<file path="config.mk">
export PLATFORM = sky130hd
export DESIGN_NAME = battery_controller_flat
export DESIGN_NICKNAME = d
export VERILOG_FILES = /design/src/rtl/battery_if.sv /design/src/rtl/battery_controller.sv /design/src/flat_wrapper.sv
export SDC_FILE = /design/constraint.sdc
export NUM_CORES = 1
export LEC_CHECK = 0
export CAP_MARGIN = 10
export CELL_PAD_IN_SITES_DETAIL_PLACEMENT = 0
export CELL_PAD_IN_SITES_GLOBAL_PLACEMENT = 1
export CORE_MARGIN = 5
export CORE_UTILIZATION = 35
export CTS_CLUSTER_SIZE = 10
export DETAILED_ROUTE_END_ITERATION = 8
export PLACE_DENSITY_LB_ADDON = 0.1
export SYNTH_ARGS = -nofsm -noshare
export SYNTH_HDL_FRONTEND = slang
export SYNTH_SLANG_ARGS = --single-unit
</file>
<file path="constraint.sdc">
create_clock -name clk -period 2.5 [get_ports clk]
set_input_delay 0.375 -clock clk [delete_from_list [all_inputs] [get_ports clk]]
set_output_delay 0.375 -clock clk [all_outputs]
set_load 0.01 [all_outputs]
</file>
<file path="src/rtl/battery_if.sv">
// Battery controller handshake bundle: charger/load controls in, level and status out.
interface battery_if #(
  parameter int LEVEL_W = 5
);
  logic               charge_en;
  logic               load_en;
  logic [LEVEL_W-1:0] load_val;
  logic [LEVEL_W-1:0] level;
  logic [1:0]         mode;
  logic               full;
  logic               empty;
  logic               low_pulse;

  modport master (
    output charge_en, load_en, load_val,
    input  level, mode, full, empty, low_pulse
  );

  modport slave (
    input  charge_en, load_en, load_val,
    output level, mode, full, empty, low_pulse
  );
endinterface

</file>
<file path="src/rtl/battery_controller.sv">
// Battery level register with periodic drain/charge stepping and DISCHG/CHG/FULL/EMPTY sequencing.
// A direct load overrides stepping and picks the mode that matches the loaded value.
module battery_controller #(
  parameter int LEVEL_W       = 5,
  parameter int MAX_LEVEL     = 30,
  parameter int DRAIN_PERIOD  = 1000,
  parameter int CHARGE_PERIOD = 250,
  parameter int LOW_LEVEL     = 5
) (
  input  logic     clk,
  input  logic     rst,
  battery_if.slave bus
);
  typedef enum logic [1:0] {DISCHG = 2'b00, CHG = 2'b01, FULL = 2'b10, EMPTY = 2'b11} mode_e;

  localparam int MAXP = (DRAIN_PERIOD > CHARGE_PERIOD) ? DRAIN_PERIOD : CHARGE_PERIOD;
  localparam int PW   = $clog2(MAXP);
  localparam logic [LEVEL_W-1:0] LMAX = LEVEL_W'(MAX_LEVEL);
  localparam logic [LEVEL_W-1:0] LLOW = LEVEL_W'(LOW_LEVEL);
  localparam logic [LEVEL_W-1:0] ONE  = LEVEL_W'(1);
  localparam logic [PW-1:0]      DWRAP = PW'(DRAIN_PERIOD - 1);
  localparam logic [PW-1:0]      CWRAP = PW'(CHARGE_PERIOD - 1);
  localparam logic [PW-1:0]      PONE  = PW'(1);

  mode_e              mode_q;
  logic [LEVEL_W-1:0] level_q;
  logic [PW-1:0]      presc;
  logic               low_q;
  logic [LEVEL_W-1:0] load_clamp;

  always_comb begin
    load_clamp = bus.load_val;
    if (bus.load_val > LMAX) load_clamp = LMAX;
  end

  always_ff @(posedge clk or posedge rst) begin
    if (rst) begin
      level_q <= LMAX;
      mode_q  <= DISCHG;
      presc   <= '0;
      low_q   <= 1'b0;
    end else begin
      low_q <= 1'b0;
      if (bus.load_en) begin
        level_q <= load_clamp;
        presc   <= '0;
        if (bus.charge_en) mode_q <= (load_clamp == LMAX) ? FULL : CHG;
        else               mode_q <= (load_clamp == '0) ? EMPTY : DISCHG;
      end else begin
        // A charger edge switches mode and drops any tick landing on the same edge.
        unique case (mode_q)
          DISCHG: begin
            if (bus.charge_en) begin
              mode_q <= CHG;
              presc  <= '0;
            end else if (presc == DWRAP) begin
              presc <= '0;
              if (level_q != '0) level_q <= level_q - ONE;
              if (level_q <= ONE) mode_q <= EMPTY;
              low_q <= (level_q == LLOW);
            end else begin
              presc <= presc + PONE;
            end
          end
          CHG: begin
            if (!bus.charge_en) begin
              mode_q <= DISCHG;
              presc  <= '0;
            end else if (presc == CWRAP) begin
              presc <= '0;
              if (level_q >= LMAX - ONE) begin
                level_q <= LMAX;
                mode_q  <= FULL;
              end else begin
                level_q <= level_q + ONE;
              end
            end else begin
              presc <= presc + PONE;
            end
          end
          FULL: begin
            if (!bus.charge_en) begin
              mode_q <= DISCHG;
              presc  <= '0;
            end
          end
          EMPTY: begin
            if (bus.charge_en) begin
              mode_q <= CHG;
              presc  <= '0;
            end
          end
        endcase
      end
    end
  end

  assign bus.level     = level_q;
  assign bus.mode      = mode_q;
  assign bus.full      = (level_q == LMAX);
  assign bus.empty     = (level_q == '0);
  assign bus.low_pulse = low_q;
endmodule

</file>
<file path="src/flat_wrapper.sv">
// flat-port wrapper written by rule: the top's interface ports become plain ports
module battery_controller_flat 
#(
  parameter int LEVEL_W       = 5,
  parameter int MAX_LEVEL     = 30,
  parameter int DRAIN_PERIOD  = 1000,
  parameter int CHARGE_PERIOD = 250,
  parameter int LOW_LEVEL     = 5
)
  (clk, rst, bus_charge_en, bus_load_en, bus_load_val, bus_level, bus_mode, bus_full, bus_empty, bus_low_pulse);
  battery_if #(.LEVEL_W(LEVEL_W)) bus_i ();
  input  logic clk;
  input  logic rst;
  input wire logic [$bits(bus_i.charge_en)-1:0] bus_charge_en;
  input wire logic [$bits(bus_i.load_en)-1:0] bus_load_en;
  input wire logic [$bits(bus_i.load_val)-1:0] bus_load_val;
  output wire logic [$bits(bus_i.level)-1:0] bus_level;
  output wire logic [$bits(bus_i.mode)-1:0] bus_mode;
  output wire logic [$bits(bus_i.full)-1:0] bus_full;
  output wire logic [$bits(bus_i.empty)-1:0] bus_empty;
  output wire logic [$bits(bus_i.low_pulse)-1:0] bus_low_pulse;
  assign bus_i.charge_en = bus_charge_en;
  assign bus_i.load_en = bus_load_en;
  assign bus_i.load_val = bus_load_val;
  assign bus_level = bus_i.level;
  assign bus_mode = bus_i.mode;
  assign bus_full = bus_i.full;
  assign bus_empty = bus_i.empty;
  assign bus_low_pulse = bus_i.low_pulse;
  battery_controller #(.LEVEL_W(LEVEL_W), .MAX_LEVEL(MAX_LEVEL), .DRAIN_PERIOD(DRAIN_PERIOD), .CHARGE_PERIOD(CHARGE_PERIOD), .LOW_LEVEL(LOW_LEVEL)) u_core (.clk(clk), .rst(rst), .bus(bus_i));
endmodule
</file>
==> metrics.yaml <==
run_status: "complete, no violations"
number_of_global_route_vias_before_repair: 1236
timing.critical_path.slowest_cell_delay_ns: 0.61
r2r-end: "u_core.bus.level[0]"
wp_data_arrival_ns: 1.99
worst_skew_pair.late_latency_ns: 0.26
finalHoldViolCount: 0
die_area_um2: 5740
power.density_cell_area_nw_per_um2: 608
utilization: 0.421
num_rows: 24
fin_skew_ns: 0.000803
post_cts_resized: 0
worst_slew_margin_rel: 0.526
grt_start_max_net_pins: 19
final-instance-count-excl-fill: 239
synthesis.yosys.warnings: 0
die_width_um: 75.7
syn_area_um2: 1510
track_usage: 0.139
average_size_of_a_mapped_cell_um2: 8.95
cp.buffers_inverters: 2
fin_tns_setup_ns: 0
crit_chain: "inv_1, ha_1, nor4b_2, clkdlybuf4s50_1"
synth_top_area_cell: "sky130_fd_sc_hd__dfrtp_1"
drt-wirelength-per-cell_um: 15.2
synth_top_family_by_area: "simple AND/OR/NAND/NOR gates"
fp.dieH_um: 75.7
synth_seq_cells: 18
grt_remaining_overflow: 0
report.final.slew_viol_count: 0
n_fill_cell: 437
first_iter_violations: 57
synth_cells: 169
antenna_found_initial: 0
unrepaired_setup_endpoints_after_global_routing: "no"
hold_path.class: "in2async"
placer_s_final_routability_congestion_estimate: 0.822
postSynth.topFlopCell: "sky130_fd_sc_hd__dfrtp_1"
r2r_cell_count: 7
synth_seq_area_share: 0.301
drtPass1Iterations: 4
required_ns: 2.12
area_growth_pct: 18.8
grt_use_met2: 0.200
nets: 208
post-route-period-util: 0.945
power_leakage_nw: 0.751
worst-setup-path-type: "reg2out"
total_of_buffers_placed_on_input_and_output_ports: 18
setup_viol_count_final: 0
postRouteWirelength_um: 3640
critical_path.slowest_cell: "sky130_fd_sc_hd__clkdlybuf4s50_1"
synth_edf_count: 0
post_synth_mux_area_share: 0.0612
ys_types: 54
met1_use_gr: 0.205
grt.met3_usage: 0.0158
worstSetupEndpointType: "primary output"
cts-hold-fix-buffers: 0
launching_instance_or_port_of_the_critical_path: "u_core.bus.level[0]"
core_area_um2: 4260
number_of_buffers_inserted_by_post_cts_setup_repair: 0
clock_tree.root_cell: "sky130_fd_sc_hd__clkbuf_8"
cts_max_path_buffers: 2
detail_route.drc_violations: 0
critical_path_peak_fanout: 9
tritoncts: "built"
floorplan.initialDensity: 0.355
placedCellCount: 235
grt_busiest_layer: "met1"
tritoncts.num_buffers: 3
sum_of_net_half_perimeters_after_detailed_placement_um: 2810
async_set_or_reset_register_ratio_after_synthesis: 1.00
cpLargestDelayFamily: "buffers and inverters"
cts_sinks: 18
synth_simple_gate_area_frac: 0.296
reg_to_reg_slack_setup_ns: 0.21
ant_nets: 0
num_antenna_cells: 0
r2r-start: "u_core.bus.level[1]"
floorplan.io_pins: 19
worst_setup_hold_path_clk_slew_ns: 0.08
post_route_cells_drive_above_1_share: 0.128
num_vias: 1310
via_per_inst: 5.48
syn-num-nets: 189
netlist_top_cells_area: "sky130_fd_sc_hd__dfrtp_1 (23%), sky130_fd_sc_hd__ha_1 (9.1%), sky130_fd_sc_hd__dfstp_2 (6.9%), sky130_fd_sc_hd__mux2i_1 (4.6%), sky130_fd_sc_hd__nor2_1 (4.2%)"
timing.max_cap.violations: 0
timing.critical_path.from_type: "flop"
synth-compound-area-share: 0.186
synth_adder_area_share: 0.0910
worst_slew_pin_slew_ns: 0.710
h-tree-depth: 1
synth.top_cell.area_share: 0.232
irDropWorstVdd_mv: 0.468
synth_xor_xnor_area_share: 0.0116
maxClockFrequency_mhz: 423
grt_pass1_wl_um: 6040
fin_crit_ns: 2.36
==> cell usage in the layout (no fill, tap or decap), types with 3 or more instances in the layout <==
master / count
sky130_fd_sc_hd__clkdlybuf4s50_1: 18
sky130_fd_sc_hd__nor2_1: 17
sky130_fd_sc_hd__dfrtp_1: 14
sky130_fd_sc_hd__inv_1: 11
sky130_fd_sc_hd__nand2_1: 11
sky130_fd_sc_hd__ha_1: 11
sky130_fd_sc_hd__mux2i_1: 7
sky130_fd_sc_hd__o21ai_1: 7
sky130_fd_sc_hd__nand4_1: 6
sky130_fd_sc_hd__nor3_1: 5
sky130_fd_sc_hd__o21ai_0: 5
sky130_fd_sc_hd__nand3_1: 4
sky130_fd_sc_hd__nor4_1: 4
sky130_fd_sc_hd__clkbuf_8: 4
sky130_fd_sc_hd__dfstp_2: 4
sky130_fd_sc_hd__and3_1: 3
sky130_fd_sc_hd__a22o_1: 3
sky130_fd_sc_hd__a21oi_1: 3
sky130_fd_sc_hd__a21o_1: 3
sky130_fd_sc_hd__buf_4: 3
==> per-stage QoR <==
step | area, um2 | hold slack, ns | power (mW) | setup slack [ns]
3_3_place_gp | 1740 | 0.531 | 0.840 | 0.221
3_5_place_dp | 1740 | 0.549 | 0.849 | 0.203
5_1_grt | 1800 | 0.619 | 1.17 | 0.0384
4_1_cts | 1800 | 0.566 | 1.10 | 0.0998
2_1_floorplan | 1510 | 0.311 | 0.698 | 0.336
6_report | 1800 | 0.526 | 1.09 | 0.137
==> Yosys cell counts (3+ instances only) <==
cell type	n
sky130_fd_sc_hd__nor2_1	17
sky130_fd_sc_hd__a21oi_1	3
sky130_fd_sc_hd__a21o_1	3
sky130_fd_sc_hd__ha_1	11
sky130_fd_sc_hd__o21ai_0	5
sky130_fd_sc_hd__mux2i_1	7
sky130_fd_sc_hd__buf_2	4
sky130_fd_sc_hd__o21ai_1	7
sky130_fd_sc_hd__nor4_1	4
sky130_fd_sc_hd__nor3_1	5
sky130_fd_sc_hd__nand3_1	4
sky130_fd_sc_hd__dfstp_2	4
sky130_fd_sc_hd__inv_1	11
sky130_fd_sc_hd__dfrtp_1	14
sky130_fd_sc_hd__and3_1	3
sky130_fd_sc_hd__a22o_1	3
sky130_fd_sc_hd__nand4_1	6
sky130_fd_sc_hd__nand2_1	11
==> routing by layer <==
layer / part of all wire / wire length, um / up-vias
li1: - / - / 667
met2: 0.44 / 1600 / 28
met3: 0.040 / 147 / 6
met5: 0 / 0 / -
met1: 0.50 / 1820 / 609
met4: 0.019 / 69 / 0
==> registers in the layout, summed over array words and instances (netlist names) <==
register	flops
u_core.bus.level	5
u_core.bus.low_pulse	1
u_core.presc	10
u_core.bus.mode	2
==> report_power, final <==
part | leakage (nW) | total [mW] | switching [mW] | internal [mW]
logic | 0.490 | 0.467 | 0.260 | 0.207
registers | 0.232 | 0.373 | 0.0475 | 0.326
clock network | 0.0288 | 0.253 | 0.113 | 0.140
total | 0.751 | 1.09 | 0.420 | 0.673
==> worst reg2reg max path: cells and delay by family, from the launching register on <==
family | cells | cell delay (ns)
fa+ha+maj | 1 | 0.22
simple gates | 2 | 0.69
buf+inv | 1 | 0.08
flops | 1 | 0.62
compound gates | 2 | 0.32
mux | 1 | 0.24
==> worst max path at each step <==
stage	end	slack, ns	depth (start not counted)
detailed placement	u_core.bus.level[0]	0.20	7
global route	bus_empty	0.04	4
global placement	u_core.bus.level[0]	0.22	7
floorplan	u_core.bus.level[0]	0.34	7
CTS	bus_empty	0.1	4
finish	bus_empty	0.14	4
==> area by class of cell <==
type	count	area, um2	share of cell area
clock buffer	4	55.1	0.0306
inverter	11	41.3	0.0230
multi-input combinational	133	977	0.544
sequential	18	455	0.253
tap	52	65.1	0.0362
timing repair buffer	21	203	0.113
==> cell families (layout without fill, tap and decap cells) <==
logic type,after synthesis,in the layout
and+or+nand+nor,74,74
AOI/OAI and AO/OA,37,37
DFF,18,18
buffers and inverters,18,36
adders and majority gates,11,11
muxes,9,9
xor gates and xnor gates,2,2
No activity file was read; power rests on OpenSTA's default activity.
